`config.mk`:
```
export PLATFORM = sky130hd
export DESIGN_NAME = twiddle_fetch_flat
export DESIGN_NICKNAME = d
export VERILOG_FILES = /design/src/rtl/twiddle_fetch_if.sv /design/src/rtl/twiddle_fetch.sv /design/src/flat_wrapper.sv
export SDC_FILE = /design/constraint.sdc
export NUM_CORES = 1
export LEC_CHECK = 0
export ABC_AREA = 1
export ABC_CLOCK_PERIOD_IN_PS = 4600
export CAP_MARGIN = 40
export CORE_MARGIN = 3
export CORE_UTILIZATION = 53
export CTS_CLUSTER_SIZE = 12
export DETAILED_ROUTE_END_ITERATION = 10
export PLACE_DENSITY_LB_ADDON = 0.1
export SETUP_SLACK_MARGIN = 0.5
export SYNTH_ARGS = -nofsm -noshare
export SYNTH_HDL_FRONTEND = slang
export SYNTH_SLANG_ARGS = --single-unit
export TNS_END_PERCENT = 1
```
`constraint.sdc`:
```
create_clock -name clk -period 4.6 [get_ports clk]
set_input_delay 1.38 -clock clk [delete_from_list [all_inputs] [get_ports clk]]
set_output_delay 1.38 -clock clk [all_outputs]
set_load 0.005 [all_outputs]
```
`src/rtl/twiddle_fetch_if.sv`:
```
`default_nettype none
// +--------------------------------------------------------------------+
// | twiddle_fetch_if : {real, imag} twiddle stream with stage/bfly tags  |
// | Rev 1.0                                                              |
// +--------------------------------------------------------------------+
interface twiddle_fetch_if #(
  parameter int DATA_WIDTH = 18,
  parameter int ADDR_WIDTH = 3
) ();
  logic [DATA_WIDTH-1:0] tw_r;
  logic [DATA_WIDTH-1:0] tw_i;
  logic [3:0]            tw_stage;
  logic [ADDR_WIDTH-1:0] tw_bfly;
  logic                  tw_last;
  logic                  tw_valid;
  logic                  tw_ready;

  modport master (
    output tw_r, tw_i, tw_stage, tw_bfly, tw_last, tw_valid,
    input  tw_ready
  );

  modport slave (
    input  tw_r, tw_i, tw_stage, tw_bfly, tw_last, tw_valid,
    output tw_ready
  );
endinterface
`default_nettype wire

```
`src/rtl/twiddle_fetch.sv`:
```
`default_nettype none
// +--------------------------------------------------------------------+
// | twiddle_fetch : radix-2 DIT twiddle ROM sequencer with 2-deep skid   |
// | Rev 1.0                                                              |
// +--------------------------------------------------------------------+
module twiddle_fetch #(
  parameter int DATA_WIDTH = 18,
  parameter int ADDR_WIDTH = 3
) (
  input  logic                  clk,
  input  logic                  rst_n,
  input  logic                  start,
  output logic                  busy,
  output logic                  done,
  output logic [ADDR_WIDTH-1:0] rom_addr,
  input  logic [DATA_WIDTH-1:0] rom_r_q,
  input  logic [DATA_WIDTH-1:0] rom_i_q,
  twiddle_fetch_if.master       tw
);

  localparam logic [3:0]            LAST_STAGE = 4'(ADDR_WIDTH);
  localparam logic [ADDR_WIDTH-1:0] LAST_BFLY  = '1;
  localparam logic [ADDR_WIDTH-1:0] BFLY_ONE   = ADDR_WIDTH'(1);

  typedef enum logic [1:0] {
    S_IDLE  = 2'd0,
    S_RUN   = 2'd1,
    S_DRAIN = 2'd2
  } state_t;

  typedef struct packed {
    logic [DATA_WIDTH-1:0] re;
    logic [DATA_WIDTH-1:0] im;
    logic [3:0]            stage;
    logic [ADDR_WIDTH-1:0] bfly;
    logic                  last;
  } pair_t;

  state_t                state_q, state_d;
  logic [3:0]            s_q, s_d;
  logic [ADDR_WIDTH-1:0] j_q, j_d;
  logic [ADDR_WIDTH-1:0] addr_q, addr_d;
  logic                  rd_valid_q, rd_valid_d;
  logic [3:0]            rd_stage_q, rd_stage_d;
  logic [ADDR_WIDTH-1:0] rd_bfly_q, rd_bfly_d;
  logic                  rd_last_q, rd_last_d;
  pair_t                 head_q, head_d;
  pair_t                 tail_q, tail_d;
  logic [1:0]            cnt_q, cnt_d;

  logic                  pop;
  logic                  issue_last;
  logic [2:0]            occ;
  logic [1:0]            cnt_left;
  logic [ADDR_WIDTH-1:0] mask;
  logic [3:0]            shamt;
  logic [ADDR_WIDTH-1:0] k;
  pair_t                 incoming;

  always_comb begin
    state_d    = state_q;
    s_d        = s_q;
    j_d        = j_q;
    addr_d     = addr_q;
    rd_valid_d = 1'b0;
    rd_stage_d = rd_stage_q;
    rd_bfly_d  = rd_bfly_q;
    rd_last_d  = rd_last_q;
    head_d     = head_q;
    tail_d     = tail_q;
    done       = 1'b0;

    pop        = (cnt_q != 2'd0) && tw.tw_ready;
    // Space check counts the pair leaving this cycle and the read returning now.
    occ        = {1'b0, cnt_q} + {2'b00, rd_valid_q} - {2'b00, pop};
    issue_last = (s_q == LAST_STAGE) && (j_q == LAST_BFLY);
    mask       = ~(LAST_BFLY << s_q);
    shamt      = LAST_STAGE - s_q;
    k          = (j_q & mask) << shamt;
    incoming   = {rom_r_q, rom_i_q, rd_stage_q, rd_bfly_q, rd_last_q};

    case (state_q)
      S_IDLE: begin
        if (start) begin
          state_d = S_RUN;
          s_d     = 4'd0;
          j_d     = '0;
        end
      end
      S_RUN: begin
        if (occ < 3'd2) begin
          addr_d     = k;
          rd_valid_d = 1'b1;
          rd_stage_d = s_q;
          rd_bfly_d  = j_q;
          rd_last_d  = issue_last;
          if (issue_last) begin
            state_d = S_DRAIN;
          end else if (j_q == LAST_BFLY) begin
            j_d = '0;
            s_d = s_q + 4'd1;
          end else begin
            j_d = j_q + BFLY_ONE;
          end
        end
      end
      S_DRAIN: begin
        if (pop && head_q.last) begin
          state_d = S_IDLE;
          done    = 1'b1;
        end
      end
      default: state_d = S_IDLE;
    endcase

    // Skid buffer: shift on pop, then land returning ROM data behind survivors.
    cnt_left = cnt_q - {1'b0, pop};
    if (pop && (cnt_q == 2'd2)) begin
      head_d = tail_q;
    end
    if (rd_valid_q) begin
      if (cnt_left == 2'd0) begin
        head_d = incoming;
      end else begin
        tail_d = incoming;
      end
    end
    cnt_d = cnt_left + {1'b0, rd_valid_q};
  end

  always_ff @(posedge clk or negedge rst_n) begin
    if (!rst_n) begin
      state_q    <= S_IDLE;
      s_q        <= 4'd0;
      j_q        <= '0;
      addr_q     <= '0;
      rd_valid_q <= 1'b0;
      rd_stage_q <= 4'd0;
      rd_bfly_q  <= '0;
      rd_last_q  <= 1'b0;
      head_q     <= '0;
      tail_q     <= '0;
      cnt_q      <= 2'd0;
    end else begin
      state_q    <= state_d;
      s_q        <= s_d;
      j_q        <= j_d;
      addr_q     <= addr_d;
      rd_valid_q <= rd_valid_d;
      rd_stage_q <= rd_stage_d;
      rd_bfly_q  <= rd_bfly_d;
      rd_last_q  <= rd_last_d;
      head_q     <= head_d;
      tail_q     <= tail_d;
      cnt_q      <= cnt_d;
    end
  end

  assign busy        = (state_q != S_IDLE);
  assign rom_addr    = addr_d;
  assign tw.tw_valid = (cnt_q != 2'd0);
  assign tw.tw_r     = head_q.re;
  assign tw.tw_i     = head_q.im;
  assign tw.tw_stage = head_q.stage;
  assign tw.tw_bfly  = head_q.bfly;
  assign tw.tw_last  = head_q.last;

endmodule
`default_nettype wire

```
`src/flat_wrapper.sv`:
```
// flat-port wrapper written by rule: the top's interface ports become plain ports
module twiddle_fetch_flat 
#(
  parameter int DATA_WIDTH = 18,
  parameter int ADDR_WIDTH = 3
)
  (clk, rst_n, start, busy, done, rom_addr, rom_r_q, rom_i_q, tw_tw_r, tw_tw_i, tw_tw_stage, tw_tw_bfly, tw_tw_last, tw_tw_valid, tw_tw_ready);
  twiddle_fetch_if #(.DATA_WIDTH(DATA_WIDTH), .ADDR_WIDTH(ADDR_WIDTH)) tw_i ();
  input  logic clk;
  input  logic rst_n;
  input  logic start;
  output logic busy;
  output logic done;
  output logic [ADDR_WIDTH-1:0] rom_addr;
  input  logic [DATA_WIDTH-1:0] rom_r_q;
  input  logic [DATA_WIDTH-1:0] rom_i_q;
  output wire logic [$bits(tw_i.tw_r)-1:0] tw_tw_r;
  output wire logic [$bits(tw_i.tw_i)-1:0] tw_tw_i;
  output wire logic [$bits(tw_i.tw_stage)-1:0] tw_tw_stage;
  output wire logic [$bits(tw_i.tw_bfly)-1:0] tw_tw_bfly;
  output wire logic [$bits(tw_i.tw_last)-1:0] tw_tw_last;
  output wire logic [$bits(tw_i.tw_valid)-1:0] tw_tw_valid;
  input wire logic [$bits(tw_i.tw_ready)-1:0] tw_tw_ready;
  assign tw_tw_r = tw_i.tw_r;
  assign tw_tw_i = tw_i.tw_i;
  assign tw_tw_stage = tw_i.tw_stage;
  assign tw_tw_bfly = tw_i.tw_bfly;
  assign tw_tw_last = tw_i.tw_last;
  assign tw_tw_valid = tw_i.tw_valid;
  assign tw_i.tw_ready = tw_tw_ready;
  twiddle_fetch #(.DATA_WIDTH(DATA_WIDTH), .ADDR_WIDTH(ADDR_WIDTH)) u_core (.clk(clk), .rst_n(rst_n), .start(start), .busy(busy), .done(done), .rom_addr(rom_addr), .rom_r_q(rom_r_q), .rom_i_q(rom_i_q), .tw(tw_i));
endmodule
```
* Word-level counts from Yosys, hierarchy flattened *
Index checks and enable logic that the tools add are counted.

word-level totals
  bits in registers = 111
  bits of input ports = 40
  output and inout port bits = 50
  word-level logic and storage cells = 81

cells by class
  add/sub/neg operators = 7
  $lt $le $gt $ge = 1
  equality and inequality tests = 11
  shift-type cells = 2
  mux-type cells = 24
  bitwise operators = 3
  reduce and logical (&&, ||, !) cells = 14

operators with widths
  cell                   number
  $mux W44               3
  $mux W3                6
  $mux W4                4
  $mux W2                4
  $ne A2 B1 Y1 const B   4
  $pmux W4 S2            1
  $reduce_and A4 Y1      2
  $pmux W2 S3            1
  $pmux W3 S2            1
  $reduce_bool A2 Y1     3
  $reduce_and A5 Y1      1
  $add A4 B1 Y4 const B  1
  $eq A2 B2 Y1 const B   2
  $eq A4 B2 Y1 const B   1
  $logic_and A1 B1 Y1    4
  $logic_not A2 Y1       2
  $mux W1                4
  $ne A2 B2 Y1 const B   2
  $reduce_and A2 Y1      2
  $shl A3 B4 Y3          1
  $shl A3 B4 Y3 const A  1
  $sub A2 B4 Y4 const A  1
  $add A2 B1 Y3          1
  $add A3 B1 Y3 const B  1
  other kinds (9)        9

* Logic depth before layout (Yosys ltp) *
  word-level depth = 6
  gate-level depth with buffers = 15

* Least setup slack after synthesis *
Ideal clock, no wire load.

  kind = input -> output
  start = in tw_tw_ready
  end = out rom_addr[0]
  data arrival time = 2.814 ns
  slack = 0.406 ns
  stages = 8
  path through = nand2_1 nor2_1 o21ai_0 fa_1 nand3_1 nor2_2 nand3_1 o21ai_0

between the ends
  word-level cells in the longest chain between the ends = 5

RTL lines
  element              RTL line             text
  from (decl)          flat_wrapper.sv:23   input wire logic [$bits(tw_i.tw_ready)-1:0] tw_tw_ready;
  $logic_and A1 B1 Y1  twiddle_fetch.sv:73  pop = (cnt_q != 2'd0) && tw.tw_ready;
  $sub A3 B1 Y3        twiddle_fetch.sv:75  occ = {1'b0, cnt_q} + {2'b00, rd_valid_q} - {2'b00, pop};
  $lt A3 B2 Y1         twiddle_fetch.sv:91  if (occ < 3'd2) begin
  $mux W3              twiddle_fetch.sv:91
  $mux W3              twiddle_fetch.sv:82  case (state_q)
  to (decl)            flat_wrapper.sv:14   output logic [ADDR_WIDTH-1:0] rom_addr;

No other way between the ends.

* Worst setup path in the final report *
Same ends and word-level chain as after synthesis.

==> out/metrics.cfg <==
[run_status]
status=completed

[worst_setup_path]
path_cells=buf_8 > nand2_8 > inv_6 > nor2_4 > o21ai_2 > fa_2 > buf_6 > nand3_4 > buf_4 > nand2_1 > o21ai_2 > buf_2
cp.arrival_ps=2910
slowest_stage=fa_2
r2r-start=u_core.cnt_q[1]
crit_path_start=tw_tw_ready
path_buf_inv=5
cp_common_cell=o21ai_2
path_class=input pin to primary output
rrSetupSlack_ps=610
cp_max_fo=4
cp_slowest_stage_delay_ps=560
end_kind=primary output
start_kind=input pin
required_ps=3220
cp_top_family=adder cells

[cts]
clk_pin_slew_ps=100
cts_tree=yes
clk_latency_ps=350
cts_root_buf=clkbuf_8
cts_htree_levels=3
cts_buffer_depth=2
cts_hold_buffers=0
clock_sinks=111
cts_made_buffers=9

[synth]
yosys.area.top_type_share_pct=53.7
yosys-top-cells-area=dfrtp_1 54%, nand2_1 14%, o21ai_0 11%, inv_1 7.9%, o21ai_1 2.2%
synth_seq_area_share_pct=53.7
synth-async-reset-ratio_pct=100
syn_inst=635
synth-edff-count=0
synth_fp_nets=682
synth_area_sq_um=5170
yosysTopAreaCell=dfrtp_1
yosys_warnings=0
ys_types=28
ys_seq_elements=111
postSynthAreaPerCell_sq_um=8.15
synth_ff_type=dfrtp_1

[timing]
finalCriticalPeriod_ps=4290
finalWorstSetupSlack_ps=314
whs_ps=473
rsz0062_at_grt=yes
hold_viol_final=0
post-route-period-util_pct=93.2
slew_viol_final=0
setup_viol_count_final=0
fin_worst_skew_ps=13.4
max_freq_mhz=233
worst_pin_slew_ps=800
maxSlewHeadroom_pct=46.6

[floorplanning]
core_sq_um=9370
row_count=35
die_x_um=105
initial_core_util_pct=55.2
fp.dieH_um=105
boundaryPins=90
die-area_sq_um=11000

[power]
p_total_mw=3.82
p_leak_nw=3.23
max-vdd-ir-drop_uv=354
p_per_area_nw_per_um2=581

[placed_design]
post-dp-hpwl_um=6980
gp_congestion=0.876
pre_cts_ws_ps=-572
io_buffers=89
placed_cells=838
placed_area_sq_um=6180

[final_layout]
area_delta_synth_final_pct=27.1
final_layout_size_suffix_gt1_share_pct=9.84
finalNetCount=784
final_area_sq_um=6580
multi_input_area_sq_um=1870
diodes=0
n_fill_cell=798
finalNonFillerCells=871
seq_area_sq_um=2780

[global_routing]
grt_overflow=0
grt_start_max_net_pins=89
grt_pass1_wl_um=18900
grt_usage_pct=20.7
antenna_found_initial=0
grt_pass1_vias=4083

[min_path]
hp-class=register to register
worstHoldStart=u_core.addr_q[1]

[detailed_routing]
drt-total-wl_um=10800
vias_per_cell=4.80
drt_pass1_iterations=4
routedWlPerCell_um=12.4
drt_iter0_drc=235
ant_nets=0
vias=4182
drcViolationCount=0

[run]
max_cap_viol_count=0

[cells by family after synthesis]
logic type	synth area share, %
AND/OR/NAND/NOR	17.8
AO/OA/AOI/OAI	14.4
buffers and inverters	11.4
flip-flops	53.7
adder cells (fa/ha/maj)	1.84
XOR/XNOR	0.822
[per-layer routing]
layer	wire length, um	track usage, %
met1	5030	27.9
met2	5350	35.0
met4	78	4.87
met5	0	0
met3	359	3.58
[placed cells by master, fill, tap and decap left out, types with 3 or more instances in the layout]
cell type | Yosys | routed
buf_6 | 8 | 3
nor2_1 | 14 | 11
nand3_1 | 14 | 12
clkdlybuf4s50_1 | 0 | 84
o21ai_0 | 113 | 111
a21oi_1 | 3 | 3
buf_2 | 6 | 3
inv_1 | 109 | 108
nand3_2 | 3 | 4
nand4_1 | 3 | 3
buf_4 | 1 | 26
ha_1 | 6 | 6
o21ai_1 | 23 | 23
nor2_4 | 1 | 4
nand2_1 | 191 | 190
clkbuf_8 | 0 | 9
o21ai_2 | 4 | 6
dfrtp_1 | 111 | 111
[cell usage after synthesis (2+ instances only)]
library cell,number
nand2_1,191
o21ai_0,113
dfrtp_1,111
inv_1,109
o21ai_1,23
nand3_1,14
nor2_1,14
clkbuf_1,12
buf_6,8
buf_2,6
ha_1,6
o21ai_2,4
a21oi_1,3
nand3_2,3
nand4_1,3
nand2_2,2
xnor2_1,2
[path summary, 6_finish.rpt]
check                                    end  depth (start not counted)
max                              rom_addr[0]                         12
min                         u_core.addr_q[1]                          2
max reg2reg                u_core.tw.tw_r[9]                         23
min reg2reg                 u_core.addr_q[1]                          2
max in group asynchronous  u_core.tail_q[30]                          3
min in group asynchronous  u_core.tw.tw_i[7]                          1
[report_power, final]
| group | total, mW | switching [mW] | internal [mW] |
|---|---|---|---|
| Combinational | 1.66 | 0.854 | 0.810 |
| Sequential | 1.57 | 0.225 | 1.35 |
| Clock | 0.584 | 0.327 | 0.256 |
| Total | 3.82 | 1.41 | 2.41 |
[worst reg2reg max path, stage by stage (launching register included)]
cell and delay (ps):
dfrtp_1 510, inv_1 150, nand2_1 170, nand2_8 140
inv_6 40, buf_4 120, buf_4 120, buf_4 120
buf_4 120, buf_4 120, buf_4 130, buf_4 120
buf_4 120, buf_4 120, buf_4 120, buf_4 120
buf_4 120, buf_4 120, buf_4 120, ha_1 200
xnor2_2 180, nand3_2 90, buf_6 450, o21ai_0 240
[layout make-up]
cell class	count	area share [%]
Multi-Input combinational cell	386	28.5
Tap cell	129	2.45
Sequential cell	111	42.2
Clock buffer	10	1.94
Inverter	110	6.36
Timing Repair Buffer	119	17.5
Clock inverter	6	1.07
[registers in the layout, summed over array words and instances (netlist names)]
| register | cells |
|---|---|
| u_core.s_q | 4 |
| u_core.tw.tw_stage | 4 |
| u_core.state_q | 2 |
| u_core.tw.tw_bfly | 3 |
| u_core.rd_valid_q | 1 |
| u_core.addr_q | 3 |
| u_core.j_q | 3 |
| u_core.tail_q | 44 |
| u_core.rd_last_q | 1 |
| u_core.rd_stage_q | 4 |
| u_core.rd_bfly_q | 3 |
| u_core.tw.tw_r | 18 |
| u_core.cnt_q | 2 |
| u_core.tw.tw_i | 18 |
| u_core.tw.tw_last | 1 |
[stage by stage]
stage,TNS [ps],util [%]
after global placement,-1380,65.7
after CTS,0,69.8
after global routing,0,70.2
after floorplan,0,-
after detailed placement,-1510,66.0
final,0,70.2
[timing repair]
item / 4_1_cts / 5_1_grt
pin swaps: 13 / 8
resized for setup: 30 / 8
endpoints found under the hold margin: 0 / 0
buffers inserted: 17 / 0
endpoints found under the setup margin: 4 / 91
(Power assumes the default switching activity.)
